===== config.mk =====
export PLATFORM = sky130hd
export DESIGN_NAME = dice_controller
export DESIGN_NICKNAME = d
export VERILOG_FILES = /design/src/rtl/dice_controller.sv
export SDC_FILE = /design/constraint.sdc
export NUM_CORES = 1
export LEC_CHECK = 0
export BUFFER_PORTS_ARGS = -buffer_cell sky130_fd_sc_hd__buf_2
export CORE_MARGIN = 1.5
export CORE_UTILIZATION = 35
export DETAILED_ROUTE_END_ITERATION = 16
export SLEW_MARGIN = 15
export SYNTH_ARGS = -nofsm -noshare
export SYNTH_HDL_FRONTEND = slang
export SYNTH_SLANG_ARGS = --single-unit

===== constraint.sdc =====
create_clock -name clk -period 6.8 [get_ports clk]
set_clock_uncertainty 0.2 [all_clocks]
set_input_delay 0.68 -clock clk [delete_from_list [all_inputs] [get_ports clk]]
set_output_delay 0.68 -clock clk [all_outputs]
set_load 0.005 [all_outputs]

===== src/rtl/dice_controller.sv =====
// Craps game sequencer for dice_datapath: conditions the roll button, times each
// roll, evaluates the datapath flags and keeps per-game and cumulative statistics.
module dice_controller #(
  parameter int unsigned HOLD_MIN = 4,
  parameter int unsigned CNT_W    = 8
) (
  input  logic             clk,
  input  logic             rst,
  input  logic             Rb,
  input  logic             new_game,
  input  logic             D7,
  input  logic             D711,
  input  logic             D2312,
  input  logic             Eq,
  output logic             Roll,
  output logic             Sp,
  output logic             Win,
  output logic             Lose,
  output logic [CNT_W-1:0] roll_count,
  output logic [CNT_W-1:0] win_count,
  output logic [CNT_W-1:0] loss_count,
  output logic [3:0]       state
);

  typedef enum logic [3:0] {
    IDLE   = 4'd0,
    ROLL1  = 4'd1,
    CHECK1 = 4'd2,
    SAVE   = 4'd3,
    PWAIT  = 4'd4,
    ROLLN  = 4'd5,
    CHECKN = 4'd6,
    WIN    = 4'd7,
    LOSE   = 4'd8
  } state_t;

  localparam logic [3:0] HOLD_MAX  = 4'(HOLD_MIN);
  localparam logic [3:0] HOLD_LAST = 4'(HOLD_MIN - 1);

  state_t     cur, nxt;
  logic       rb_m, rb_s, rb_d, rb_rise;
  logic [3:0] hold_cnt;
  logic       hold_done;
  logic       in_roll;

  always_ff @(posedge clk or negedge rst) begin
    if (!rst) begin
      rb_m <= 1'b0;
      rb_s <= 1'b0;
      rb_d <= 1'b0;
    end else begin
      rb_m <= Rb;
      rb_s <= rb_m;
      rb_d <= rb_s;
    end
  end

  assign rb_rise = rb_s & ~rb_d;
  assign in_roll = (cur == ROLL1) || (cur == ROLLN);

  // hold_cnt counts Roll cycles already completed, so the current cycle is the
  // HOLD_MIN-th one once it reaches HOLD_MIN-1; this yields exactly HOLD_MIN cycles.
  assign hold_done = (hold_cnt >= HOLD_LAST);

  always_ff @(posedge clk or negedge rst) begin
    if (!rst) begin
      hold_cnt <= '0;
    end else if (!in_roll) begin
      hold_cnt <= '0;
    end else if (hold_cnt != HOLD_MAX) begin
      hold_cnt <= hold_cnt + 4'd1;
    end
  end

  always_ff @(posedge clk or negedge rst) begin
    if (!rst) cur <= IDLE;
    else      cur <= nxt;
  end

  always_comb begin
    nxt  = cur;
    Roll = 1'b0;
    Sp   = 1'b0;
    Win  = 1'b0;
    Lose = 1'b0;
    case (cur)
      IDLE:   if (rb_rise) nxt = ROLL1;
      ROLL1: begin
        Roll = 1'b1;
        if (!rb_s && hold_done) nxt = CHECK1;
      end
      CHECK1: begin
        if (D711)       nxt = WIN;
        else if (D2312) nxt = LOSE;
        else            nxt = SAVE;
      end
      SAVE: begin
        Sp  = 1'b1;
        nxt = PWAIT;
      end
      PWAIT:  if (rb_rise) nxt = ROLLN;
      ROLLN: begin
        Roll = 1'b1;
        if (!rb_s && hold_done) nxt = CHECKN;
      end
      CHECKN: begin
        if (Eq)      nxt = WIN;
        else if (D7) nxt = LOSE;
        else         nxt = PWAIT;
      end
      WIN:    Win  = 1'b1;
      LOSE:   Lose = 1'b1;
      default: nxt = IDLE;
    endcase
    if (new_game) nxt = IDLE;
  end

  always_ff @(posedge clk or negedge rst) begin
    if (!rst) begin
      roll_count <= '0;
      win_count  <= '0;
      loss_count <= '0;
    end else begin
      if (nxt == IDLE) begin
        roll_count <= '0;
      end else if (((cur == ROLL1 && nxt == CHECK1) || (cur == ROLLN && nxt == CHECKN))
                   && roll_count != '1) begin
        roll_count <= roll_count + 1'b1;
      end
      if ((cur == CHECK1 || cur == CHECKN) && nxt == WIN && win_count != '1)
        win_count <= win_count + 1'b1;
      if ((cur == CHECK1 || cur == CHECKN) && nxt == LOSE && loss_count != '1)
        loss_count <= loss_count + 1'b1;
    end
  end

  assign state = cur;

endmodule


==> results.py <==
metrics = {
    "route": {
        "wl_per_cell_um": 13.6,
        "route.vias.total": 1486,
        "ant_nets": 0,
        "drt_iter0_markers": 77,
        "vias_per_cell": 5.04,
        "wl_um": 4010,
        "drt_first_pass_iters": 4,
        "drcViolationCount": 0,
    },
    "synth": {
        "yosysWarnings": 0,
        "syn_inst": 182,
        "ys.flop_type": "dfrtp_1",
        "synth_edf_count": 0,
        "yosysSeqAreaShare_pct": 44.9,
        "avgSynthCellArea_um2": 10.7,
        "netlist_area_um2": 1950,
        "async_reset_ff_share_pct": 100,
        "yosys_register_bits": 35,
        "synth.distinct_cells": 49,
        "synth_nets": 195,
    },
    "hold_path": {
        "hold_end": "rb_s$_DFF_PN0_",
        "hp-start": "rb_m$_DFF_PN0_",
        "hold_class": "reg2reg",
        "min_path_cells": 0,
    },
    "global_route": {
        "grt_overflow": 0,
        "grt_pass1_wl_um": 6820,
        "top_usage_layer": "met2",
        "use_met2_pct": 22.4,
        "grt_max_degree": 36,
        "antenna_found_initial": 0,
        "grt_pass1_vias": 1444,
        "use_met3_pct": 3.65,
        "grt_usage_pct": 14.2,
        "use_met1_pct": 18.7,
    },
    "final_layout": {
        "mostFrequentLayoutCells": "buf_2 (39), dfrtp_1 (35), xor2_1 (19)",
        "diodes": 0,
        "area_growth_pct": 18.5,
        "nFillCells": 509,
        "drive_above_1_share_pct": 30.2,
        "nets": 237,
        "layout.cells.non_filler": 295,
        "mostFrequentLayoutCell": "buf_2",
    },
    "clock_tree": {
        "root_buffer": "clkbuf_8",
        "cts_buffers": 5,
        "path_clk_slew_ns": 0.08,
        "clock-sinks": 35,
        "clk_latency_ns": 0.29,
        "htreeDepth": 2,
        "post_cts_resized": 0,
        "cts_hold_buf": 0,
        "clock_path_buffers": 2,
        "post_cts_buffers": 0,
        "cts_tree": "yes",
    },
    "place": {
        "dp_cells": 287,
        "port_buffers": 39,
        "dpl.hpwl_um": 2870,
        "routabilityCongestion": 0.770,
    },
    "outcome": {
        "status": "finished, final reports clean",
    },
    "sta": {
        "max_freq_ghz": 0.402,
        "layout_min_cycle_time_ns": 2.49,
        "worst_pin_slew_ns": 0.791,
        "setup_viol": 0,
        "maxSlewHeadroom_pct": 47.3,
        "grt_setup_unrepaired": "no",
        "period_share_pct": 36.5,
        "finalSetupTns_ns": 0,
        "maxSlewViolCount": 0,
        "whs_ns": 0.151,
        "finalHoldViolCount": 0,
    },
    "power": {
        "p_leak_uw": 0.00117,
        "p_total_uw": 441,
        "irDropWorstVdd_uv": 178,
        "cellPowerDensity_nw_per_um2": 191,
    },
    "floorplanning": {
        "die_h_um": 77.6,
        "rows": 26,
        "die_w_um": 77.6,
        "die-area_um2": 6030,
        "pin_count": 40,
        "start_util_pct": 37.2,
        "coreArea_um2": 5240,
    },
    "setup_path": {
        "cpMaxStageDelayCell": "or3b_1",
        "ff2ff_setup_slack_ns": 4.31,
        "start_kind": "flip-flop",
        "crit_type": "reg2reg",
        "r2r_cells": 5,
        "crit_required_ns": 6.77,
        "max_stage_delay_ns": 0.56,
        "endpoint_kind": "flip-flop",
        "arrival_ns": 2.45,
        "r2r_start": "state[1]$_DFF_PN0_",
        "path_cells": "or3b_1 > nor3_4 > a21oi_2 > nor3b_2 > mux2_1",
        "worst_r2r_endpoint": "win_count[1]$_DFFE_PN0P_",
        "crit_fanout": 11,
        "crit_start": "state[1]$_DFF_PN0_",
    },
    "run": {
        "cap_violations": 0,
    },
}
## sequential cells by signal, indices dropped and copies added (netlist names)
| signal | count |
|---|---|
| rb_m | 1 |
| win_count | 8 |
| roll_count | 8 |
| loss_count | 8 |
| hold_cnt | 4 |
| rb_d | 1 |
| rb_s | 1 |
| state | 4 |
## worst max-delay path, delay by kind of cell, from the launching register on
family	cells	cell delay, ns
and+or+nand+nor	3	1.16
AOI/OAI and AO/OA	1	0.15
DFF	1	0.52
muxes	1	0.34
## per-layer routing
metal	vias up	wire length, um
met3	4	183
met5	-	0
met2	29	1780
li1	738	-
met4	0	36
met1	715	2010
## how the worst max path moves through the flow
stage | to | slack (ns) | depth (start not counted)
floorplan | loss_count[1]$_DFFE_PN0P_ | 4.47 | 4
global placement | roll_count[3]$_DFFE_PN0P_ | 4.25 | 6
detailed placement | roll_count[2]$_DFFE_PN0P_ | 4.23 | 6
CTS | win_count[1]$_DFFE_PN0P_ | 4.30 | 5
global route | win_count[1]$_DFFE_PN0P_ | 4.19 | 5
finish | win_count[1]$_DFFE_PN0P_ | 4.31 | 5
## cell type report
type                            instances  area (um^2)  area share [%]
Sequential cell                        35          876            37.9
Inverter                                8         30.0            1.30
Tap cell                               70         87.6            3.79
Clock buffer                            6         82.6            3.57
Multi-Input combinational cell        135         1000            43.5
Timing Repair Buffer                   39          195            8.45
Clock inverter                          2         35.0            1.52
## cell families (layout without fill, tap and decap cells)
kind of cell             count (synthesis)  in the layout  synth area share, %
XOR/XNOR                                21             21                 9.44
flip-flops                              35             35                 44.9
adder cells (fa/ha/maj)                  5              5                 3.21
AND/OR/NAND/NOR                         84             84                 28.2
AO/OA/AOI/OAI                           21             21                 8.47
buffers and inverters                   12             55                 3.53
multiplexers                             4              4                 2.25
## cell usage after synthesis (2+ instances only)
cell       n  share of area [%]
nor4_2     5                3.2
a21oi_1    2               0.51
and3_1     8                2.6
inv_1      7                1.3
ha_1       5                3.2
and4_1     3                1.3
nand4_1    5                1.6
nor2_1    14                2.7
nand2b_1   5                1.6
o21ai_0    4                1.0
nand3_1    9                2.3
dfrtp_1   35                 45
a31oi_1    2               0.64
nor2b_1    3               0.96
xor2_1    19                8.5
nand2_1    9                1.7
or2_2      2               0.64
nor4b_2    2                1.5
mux2_1     2                1.2
xnor2_1    2               0.90
buf_6      3                1.7
nor3_1     9                2.3
## power by group
| group | internal, uW | leakage (uW) | switching [uW] |
|---|---|---|---|
| sequential | 213 | 0.000465 | 5.87 |
| combinational | 9.93 | 0.000644 | 15.4 |
| clock | 119 | 0.0000612 | 78.3 |
| total | 341 | 0.00117 | 99.6 |
## stage by stage
step,setup slack (ns),utilization (%),instance area (um^2)
floorplan,4.47,-,1950
global placement,4.25,41.9,2190
detailed placement,4.23,41.9,2190
CTS,4.30,44.1,2310
global route,4.19,44.1,2310
finish,4.31,44.1,2310
No activity file was read; power rests on OpenSTA's default activity.
